### config.mk
export PLATFORM = sky130hd
export DESIGN_NAME = hilo_mdu_ctrl
export DESIGN_NICKNAME = d
export VERILOG_FILES = /design/src/rtl/hilo_mdu_ctrl_pkg.sv /design/src/rtl/mdu_div_core.sv /design/src/rtl/hilo_mdu_ctrl.sv
export SDC_FILE = /design/constraint.sdc
export NUM_CORES = 2
export LEC_CHECK = 0
export ABC_AREA = 1
export CAP_MARGIN = 20
export CORE_MARGIN = 2
export CORE_UTILIZATION = 50
export DETAILED_ROUTE_END_ITERATION = 6
export PLACE_DENSITY = 0.73
export SLEW_MARGIN = 10
export SYNTH_ARGS = -nofsm -noshare
export SYNTH_HDL_FRONTEND = slang
export SYNTH_SLANG_ARGS = --single-unit
### constraint.sdc
create_clock -name clk -period 16.3 [get_ports clk]
set_input_delay 3.26 -clock clk [delete_from_list [all_inputs] [get_ports clk]]
set_output_delay 3.26 -clock clk [all_outputs]
set_load 0.02 [all_outputs]
### src/rtl/hilo_mdu_ctrl_pkg.sv
// Shared types and constants for the HI/LO multiply/divide sequencer.
// Holds the FSM encoding, datapath widths and the operand magnitude helper.
package hilo_mdu_ctrl_pkg;

   localparam int XLEN     = 32;
   localparam int PROD_W   = 2 * XLEN;
   localparam int DIV_ITER = 32;

   typedef enum logic [1:0] {
      S_IDLE = 2'd0,
      S_MUL  = 2'd1,
      S_DIV  = 2'd2,
      S_DONE = 2'd3
   } mdu_state_e;

   // Two's-complement magnitude when the operand is treated as signed.
   function automatic logic [XLEN-1:0] abs_val(input logic [XLEN-1:0] v, input logic sgn);
      return (sgn && v[XLEN-1]) ? -v : v;
   endfunction

endpackage

### src/rtl/mdu_div_core.sv
// Radix-2 restoring divider on magnitudes: ITER shift/subtract cycles, then one
// sign-fix cycle in which valid is high and the signed results are presented.
module mdu_div_core
   import hilo_mdu_ctrl_pkg::*;
#(
   parameter int ITER = DIV_ITER
) (
   input  logic            clk,
   input  logic            rst,
   input  logic            go,
   input  logic            abort,
   input  logic [XLEN-1:0] a_mag,
   input  logic [XLEN-1:0] b_mag,
   input  logic            neg_q,
   input  logic            neg_r,
   output logic            valid,
   output logic [XLEN-1:0] quotient,
   output logic [XLEN-1:0] remainder
);

   localparam int CNT_W = $clog2(ITER + 1);

   logic             busy;
   logic [CNT_W-1:0] cnt;
   logic [XLEN-1:0]  rem;
   logic [XLEN-1:0]  quo;
   logic [XLEN-1:0]  dvs;
   logic             neg_q_q;
   logic             neg_r_q;
   logic [XLEN:0]    rem_sh;
   logic [XLEN:0]    diff;

   // Trial subtraction; a clear top bit means the partial remainder covers the divisor.
   always_comb begin
      rem_sh = {rem, quo[XLEN-1]};
      diff   = rem_sh - {1'b0, dvs};
   end

   // NOTE: sequential state uses non-blocking assignments so every flop samples pre-edge values.
   always_ff @(posedge clk or posedge rst) begin
      if (rst) begin
         busy    <= 1'b0;
         cnt     <= '0;
         rem     <= '0;
         quo     <= '0;
         dvs     <= '0;
         neg_q_q <= 1'b0;
         neg_r_q <= 1'b0;
      end else if (abort) begin
         busy <= 1'b0;
      end else if (go) begin
         busy    <= 1'b1;
         cnt     <= '0;
         rem     <= '0;
         quo     <= a_mag;
         dvs     <= b_mag;
         neg_q_q <= neg_q;
         neg_r_q <= neg_r;
      end else if (busy) begin
         if (cnt == CNT_W'(ITER)) begin
            busy <= 1'b0;
         end else begin
            cnt <= cnt + CNT_W'(1);
            if (!diff[XLEN]) begin
               rem <= diff[XLEN-1:0];
               quo <= {quo[XLEN-2:0], 1'b1};
            end else begin
               rem <= rem_sh[XLEN-1:0];
               quo <= {quo[XLEN-2:0], 1'b0};
            end
         end
      end
   end

   always_comb begin
      valid     = busy && (cnt == CNT_W'(ITER));
      quotient  = neg_q_q ? -quo : quo;
      remainder = neg_r_q ? -rem : rem;
   end

endmodule

### src/rtl/hilo_mdu_ctrl.sv
// EX-stage multiply/divide sequencer and owner of architectural HI/LO.
// Stalls the pipe while computing and commits only when EX advances unflushed.
module hilo_mdu_ctrl
   import hilo_mdu_ctrl_pkg::*;
#(
   parameter int MUL_LAT  = 2,
   parameter int DIV_ITER = hilo_mdu_ctrl_pkg::DIV_ITER
) (
   input  logic            clk,
   input  logic            rst,
   input  logic            start,
   input  logic            op_div,
   input  logic            op_sign,
   input  logic [XLEN-1:0] src_a,
   input  logic [XLEN-1:0] src_b,
   input  logic [1:0]      hilowen,
   input  logic [XLEN-1:0] wdata,
   input  logic            ex_go,
   input  logic            flush,
   output logic            stall,
   output logic [XLEN-1:0] hi,
   output logic [XLEN-1:0] lo
);

   mdu_state_e        state;
   mdu_state_e        state_nxt;
   logic              accept;
   logic              commit;
   logic              mtx_wr;
   logic              mul_last;
   logic [2:0]        mul_cnt;
   logic [XLEN-1:0]   op_a;
   logic [XLEN-1:0]   op_b;
   logic              op_sign_q;
   logic              op_div_q;
   logic              div_zero;
   logic [PROD_W-1:0] ext_a;
   logic [PROD_W-1:0] ext_b;
   logic [PROD_W-1:0] prod;
   logic [PROD_W-1:0] prod_pipe [MUL_LAT];
   logic              div_valid;
   logic [XLEN-1:0]   core_q;
   logic [XLEN-1:0]   core_r;
   logic [XLEN-1:0]   div_hi;
   logic [XLEN-1:0]   div_lo;
   logic [XLEN-1:0]   res_hi;
   logic [XLEN-1:0]   res_lo;

   always_comb begin
      accept   = (state == S_IDLE) && start && !flush;
      commit   = (state == S_DONE) && ex_go && !flush;
      mtx_wr   = (state == S_IDLE) && ex_go && !flush && !start;
      mul_last = (mul_cnt == 3'(MUL_LAT));
   end

   always_ff @(posedge clk or posedge rst) begin
      if (rst) state <= S_IDLE;
      else     state <= state_nxt;
   end

   // NOTE: default assignment first so no path through the case infers a latch.
   always_comb begin
      state_nxt = state;
      case (state)
         S_IDLE: if (accept) state_nxt = op_div ? S_DIV : S_MUL;
         S_MUL: begin
            if (flush)         state_nxt = S_IDLE;
            else if (mul_last) state_nxt = S_DONE;
         end
         S_DIV: begin
            if (flush)          state_nxt = S_IDLE;
            else if (div_valid) state_nxt = S_DONE;
         end
         S_DONE:  if (flush || ex_go) state_nxt = S_IDLE;
         default: state_nxt = S_IDLE;
      endcase
   end

   always_comb begin
      stall = 1'b0;
      case (state)
         S_IDLE:       stall = start && !flush;
         S_MUL, S_DIV: stall = 1'b1;
         default:      stall = 1'b0;
      endcase
   end

   always_ff @(posedge clk or posedge rst) begin
      if (rst) begin
         op_a      <= '0;
         op_b      <= '0;
         op_sign_q <= 1'b0;
         op_div_q  <= 1'b0;
         div_zero  <= 1'b0;
         mul_cnt   <= '0;
         div_hi    <= '0;
         div_lo    <= '0;
      end else begin
         if (accept) begin
            op_a      <= src_a;
            op_b      <= src_b;
            op_sign_q <= op_sign;
            op_div_q  <= op_div;
            div_zero  <= (src_b == '0);
            mul_cnt   <= 3'd1;
         end else if (state == S_MUL && !mul_last) begin
            mul_cnt <= mul_cnt + 3'd1;
         end
         if (state == S_DIV && div_valid) begin
            div_lo <= div_zero ? '1   : core_q;
            div_hi <= div_zero ? op_a : core_r;
         end
      end
   end

   // The low 64 bits of a 64x64 product of extended operands equal the 33x33 product.
   always_comb begin
      ext_a = {{XLEN{op_sign_q & op_a[XLEN-1]}}, op_a};
      ext_b = {{XLEN{op_sign_q & op_b[XLEN-1]}}, op_b};
      prod  = ext_a * ext_b;
   end

   // NOTE: the product pipeline is small and its contents are architecturally defined at reset, so it is reset.
   always_ff @(posedge clk or posedge rst) begin
      if (rst) begin
         for (int i = 0; i < MUL_LAT; i++) prod_pipe[i] <= '0;
      end else if (state == S_MUL) begin
         prod_pipe[0] <= prod;
         for (int i = 1; i < MUL_LAT; i++) prod_pipe[i] <= prod_pipe[i-1];
      end
   end

   mdu_div_core #(
      .ITER(DIV_ITER)
   ) u_div (
      .clk      (clk),
      .rst      (rst),
      .go       (accept && op_div),
      .abort    ((state == S_DIV) && flush),
      .a_mag    (abs_val(src_a, op_sign)),
      .b_mag    (abs_val(src_b, op_sign)),
      .neg_q    (op_sign && (src_a[XLEN-1] ^ src_b[XLEN-1])),
      .neg_r    (op_sign && src_a[XLEN-1]),
      .valid    (div_valid),
      .quotient (core_q),
      .remainder(core_r)
   );

   always_comb begin
      res_hi = op_div_q ? div_hi : prod_pipe[MUL_LAT-1][PROD_W-1:XLEN];
      res_lo = op_div_q ? div_lo : prod_pipe[MUL_LAT-1][XLEN-1:0];
   end

   always_ff @(posedge clk or posedge rst) begin
      if (rst) begin
         hi <= '0;
         lo <= '0;
      end else if (commit) begin
         hi <= res_hi;
         lo <= res_lo;
      end else if (mtx_wr) begin
         if (hilowen[1]) hi <= wdata;
         if (hilowen[0]) lo <= wdata;
      end
   end

endmodule

==> reports/results.tsv <==
metric	value	unit
Post-Layout Cell Count	9840	
layout cells sized above 1	2.85	%
Clock Latency Late Sink	640	ps
# Post-CTS Setup Buffers	0	
Post-Synthesis Cells	8240	
average cell area after synthesis	7.69	um2
Total GRT Usage	33.2	%
drt drc	11	
delay-heaviest family, CP	adder cells	
Worst Hold Class	flip-flop to flip-flop	
Post-CTS Hold Fix Bufs	0	
Num CTS Buffers	50	
largest net degree at the start of global routing	162	
CP Buf/Inv Count	7	
synthesized cell area	0.0634	mm2
Layout Nets	9633	
IO Port Bufs	169	
detailed-route via count	54600	
Req. time, crit path	16820	ps
number of fill cells	11800	
first-pass GRT wire length	330	mm
Mapped Nets	9728	
Max clock buf depth	3	
Slew @ Worst Pin	1170	ps
Distinct cells, synth	49	
post_cts resized	0	
width of the die	360	um
endpoints failing hold	0	
slowest cell on the critical path	fa_1	
CTS tree	yes	
Top reg by flops	prod_pipe	
Detailed Routing Iterations Pass 1	7	
Initial Util	50.4	%
number of DRC markers in iteration 0	6017	
Fmax achieved	111	MHz
core area	0.126	mm2
I/O pin total	170	
H-tree depth	2	
#FFs+latches synth	433	
Post-DP HPWL	165	mm
FFs w/ async S/R, synth	100	%
die span in y	360	um
die area	0.130	mm2
total negative slack	0	ps
placed instance count	9743	
run status	finished, violations left	
Via-to-Cell Ratio	5.54	
total grt overflow	0	
unrepaired setup endpoints after global routing	no	
Root Buffer	clkbuf_16	
Critical Path Fanout Max	19	
clk_skew	42.6	ps
startpoint types	flip-flop	
type of the worst setup path	flip-flop to flip-flop	
EDFF count, synth	0	
CTS sink count	433	
area added between synthesis and finish	7.35	%
CP peak stage delay	1170	ps
failing checks	design-rule violations	
register area share after synthesis	17.1	%
antenna violations before repair	3	
fin. max-slew vios	0	
crit path capture type	flip-flop	
number of global-route vias before repair	56400	
wire per inst	21.6	um
ANT nets after route	0	
MaxCap Viol Count	0	
Core Util, Final	54.1	%
max FFs per register	128	
final period utilization	55.5	%
Syn. warnings	0	
Synth Flop Type	dfrtp_1	
Final setup viols	0	
fin crit period	9040	ps
Worst Path Arrival	9560	ps
Core Rows	130	
CTS clock-pin slew for the worst setup and hold paths	60	ps
Slew HR	22.2	%
GPL Wtd Cong	1.02	
drt total wl	213	mm
logic make-up (layout without fill, tap and decap cells):
kind of cell             Yosys count  in the layout  share of synthesized area [%]
AND/OR/NAND/NOR                 3180           3180                           20.0
buffers and inverters           2384           2331                           14.2
adder cells (fa/ha/maj)         1383           1383                           40.6
AO/OA/AOI/OAI                    776            776                           6.90
flip-flops                       433            433                           17.1
XOR/XNOR                          84             84                           1.16
other                              0              3                              0
area by class of cell:
| cell class | instances | area [um2] | share of cell area, % |
|---|---|---|---|
| Multi-Input combinational cell | 5423 | 43600 | 64.0 |
| Tap cell | 1650 | 2060 | 3.03 |
| Sequential cell | 433 | 10800 | 15.9 |
| Clock buffer | 67 | 1440 | 2.11 |
| Clock inverter | 27 | 333 | 0.489 |
| Inverter | 1981 | 7440 | 10.9 |
| Timing Repair Buffer | 256 | 2360 | 3.46 |
| Antenna cell | 3 | 7.51 | 0.0110 |
worst paths after layout:
path	startpoint	end	slack [ps]	cells past startpoint
setup / recovery	op_sign_q	prod_pipe[127]	7260	28
hold / removal	prod_pipe[33]	prod_pipe[33]	480	2
setup reg to reg	op_sign_q	prod_pipe[127]	7260	28
hold reg to reg	prod_pipe[33]	prod_pipe[33]	480	2
max in group asynchronous	rst	op_b[28]	10880	4
min in group asynchronous	rst	u_div.cnt[4]	3150	2
metrics by stage:
stage,setup slack [ps],area [um2],hold slack (ps)
2_1_floorplan,980,63400,437
3_3_place_gp,7390,66300,455
3_5_place_dp,7310,66300,460
4_1_cts,7280,68100,475
5_1_grt,6710,68100,496
6_report,7260,68100,476
metal layers:
metal	track usage (%)	vias up	wire length, um
met1	45.2	26800	85000
met3	8.27	635	24400
met2	49.8	3106	90700
met4	15.8	4	12600
met5	0	-	17
li1	-	24000	-
cell usage in the layout, fill, tap and decap left out, types with 17 or more instances in the layout:
| cell type | n |
|---|---|
| nand2_1 | 2307 |
| o21ai_0 | 399 |
| dfrtp_1 | 426 |
| o22ai_1 | 20 |
| inv_1 | 1974 |
| ha_1 | 256 |
| xnor2_1 | 30 |
| xor2_1 | 54 |
| buf_4 | 86 |
| o221ai_1 | 62 |
| clkdlybuf4s50_1 | 169 |
| nor2_1 | 453 |
| o211ai_1 | 17 |
| nand4_1 | 46 |
| a21oi_1 | 177 |
| clkbuf_16 | 51 |
| nor3_1 | 31 |
| fa_1 | 1126 |
| a31oi_1 | 53 |
| nand3_1 | 281 |
| o21bai_1 | 17 |
Yosys cell counts, types with 4 or more instances:
| cell type | n | area, um2 |
|---|---|---|
| nor3_1 | 31 | 155 |
| nor2_2 | 5 | 31.3 |
| nand3_1 | 282 | 1410 |
| nor4_1 | 6 | 37.5 |
| inv_1 | 1976 | 7420 |
| o211ai_1 | 17 | 128 |
| buf_6 | 6 | 67.6 |
| nand3b_1 | 13 | 97.6 |
| o21bai_1 | 17 | 128 |
| a21o_1 | 6 | 45.0 |
| o21ai_0 | 399 | 2000 |
| buf_1 | 15 | 56.3 |
| clkbuf_1 | 355 | 1330 |
| xor2_1 | 54 | 473 |
| o22ai_1 | 20 | 125 |
| dfrtp_1 | 433 | 10800 |
| ha_1 | 257 | 3220 |
| nand4_1 | 46 | 288 |
| a31oi_1 | 53 | 332 |
| o221ai_1 | 62 | 543 |
| xnor2_1 | 30 | 263 |
| a21oi_1 | 178 | 891 |
| a21boi_0 | 4 | 30.0 |
| nor3_2 | 6 | 60.1 |
| nand2_1 | 2308 | 8660 |
| nand2_2 | 10 | 62.6 |
| nor2_1 | 454 | 1700 |
| buf_2 | 26 | 130 |
| or2_2 | 8 | 50.1 |
| o31ai_1 | 8 | 60.1 |
| fa_1 | 1126 | 22500 |
tightest hold or removal path, stage by stage (launching register included):
cell and delay, ps:
dfrtp_1 340, nand2_1 60, nand2_1 50
Power is left out: the tool's default activity adds up to more than one toggle a clock period on the data nets, which glitch-free logic cannot reach.
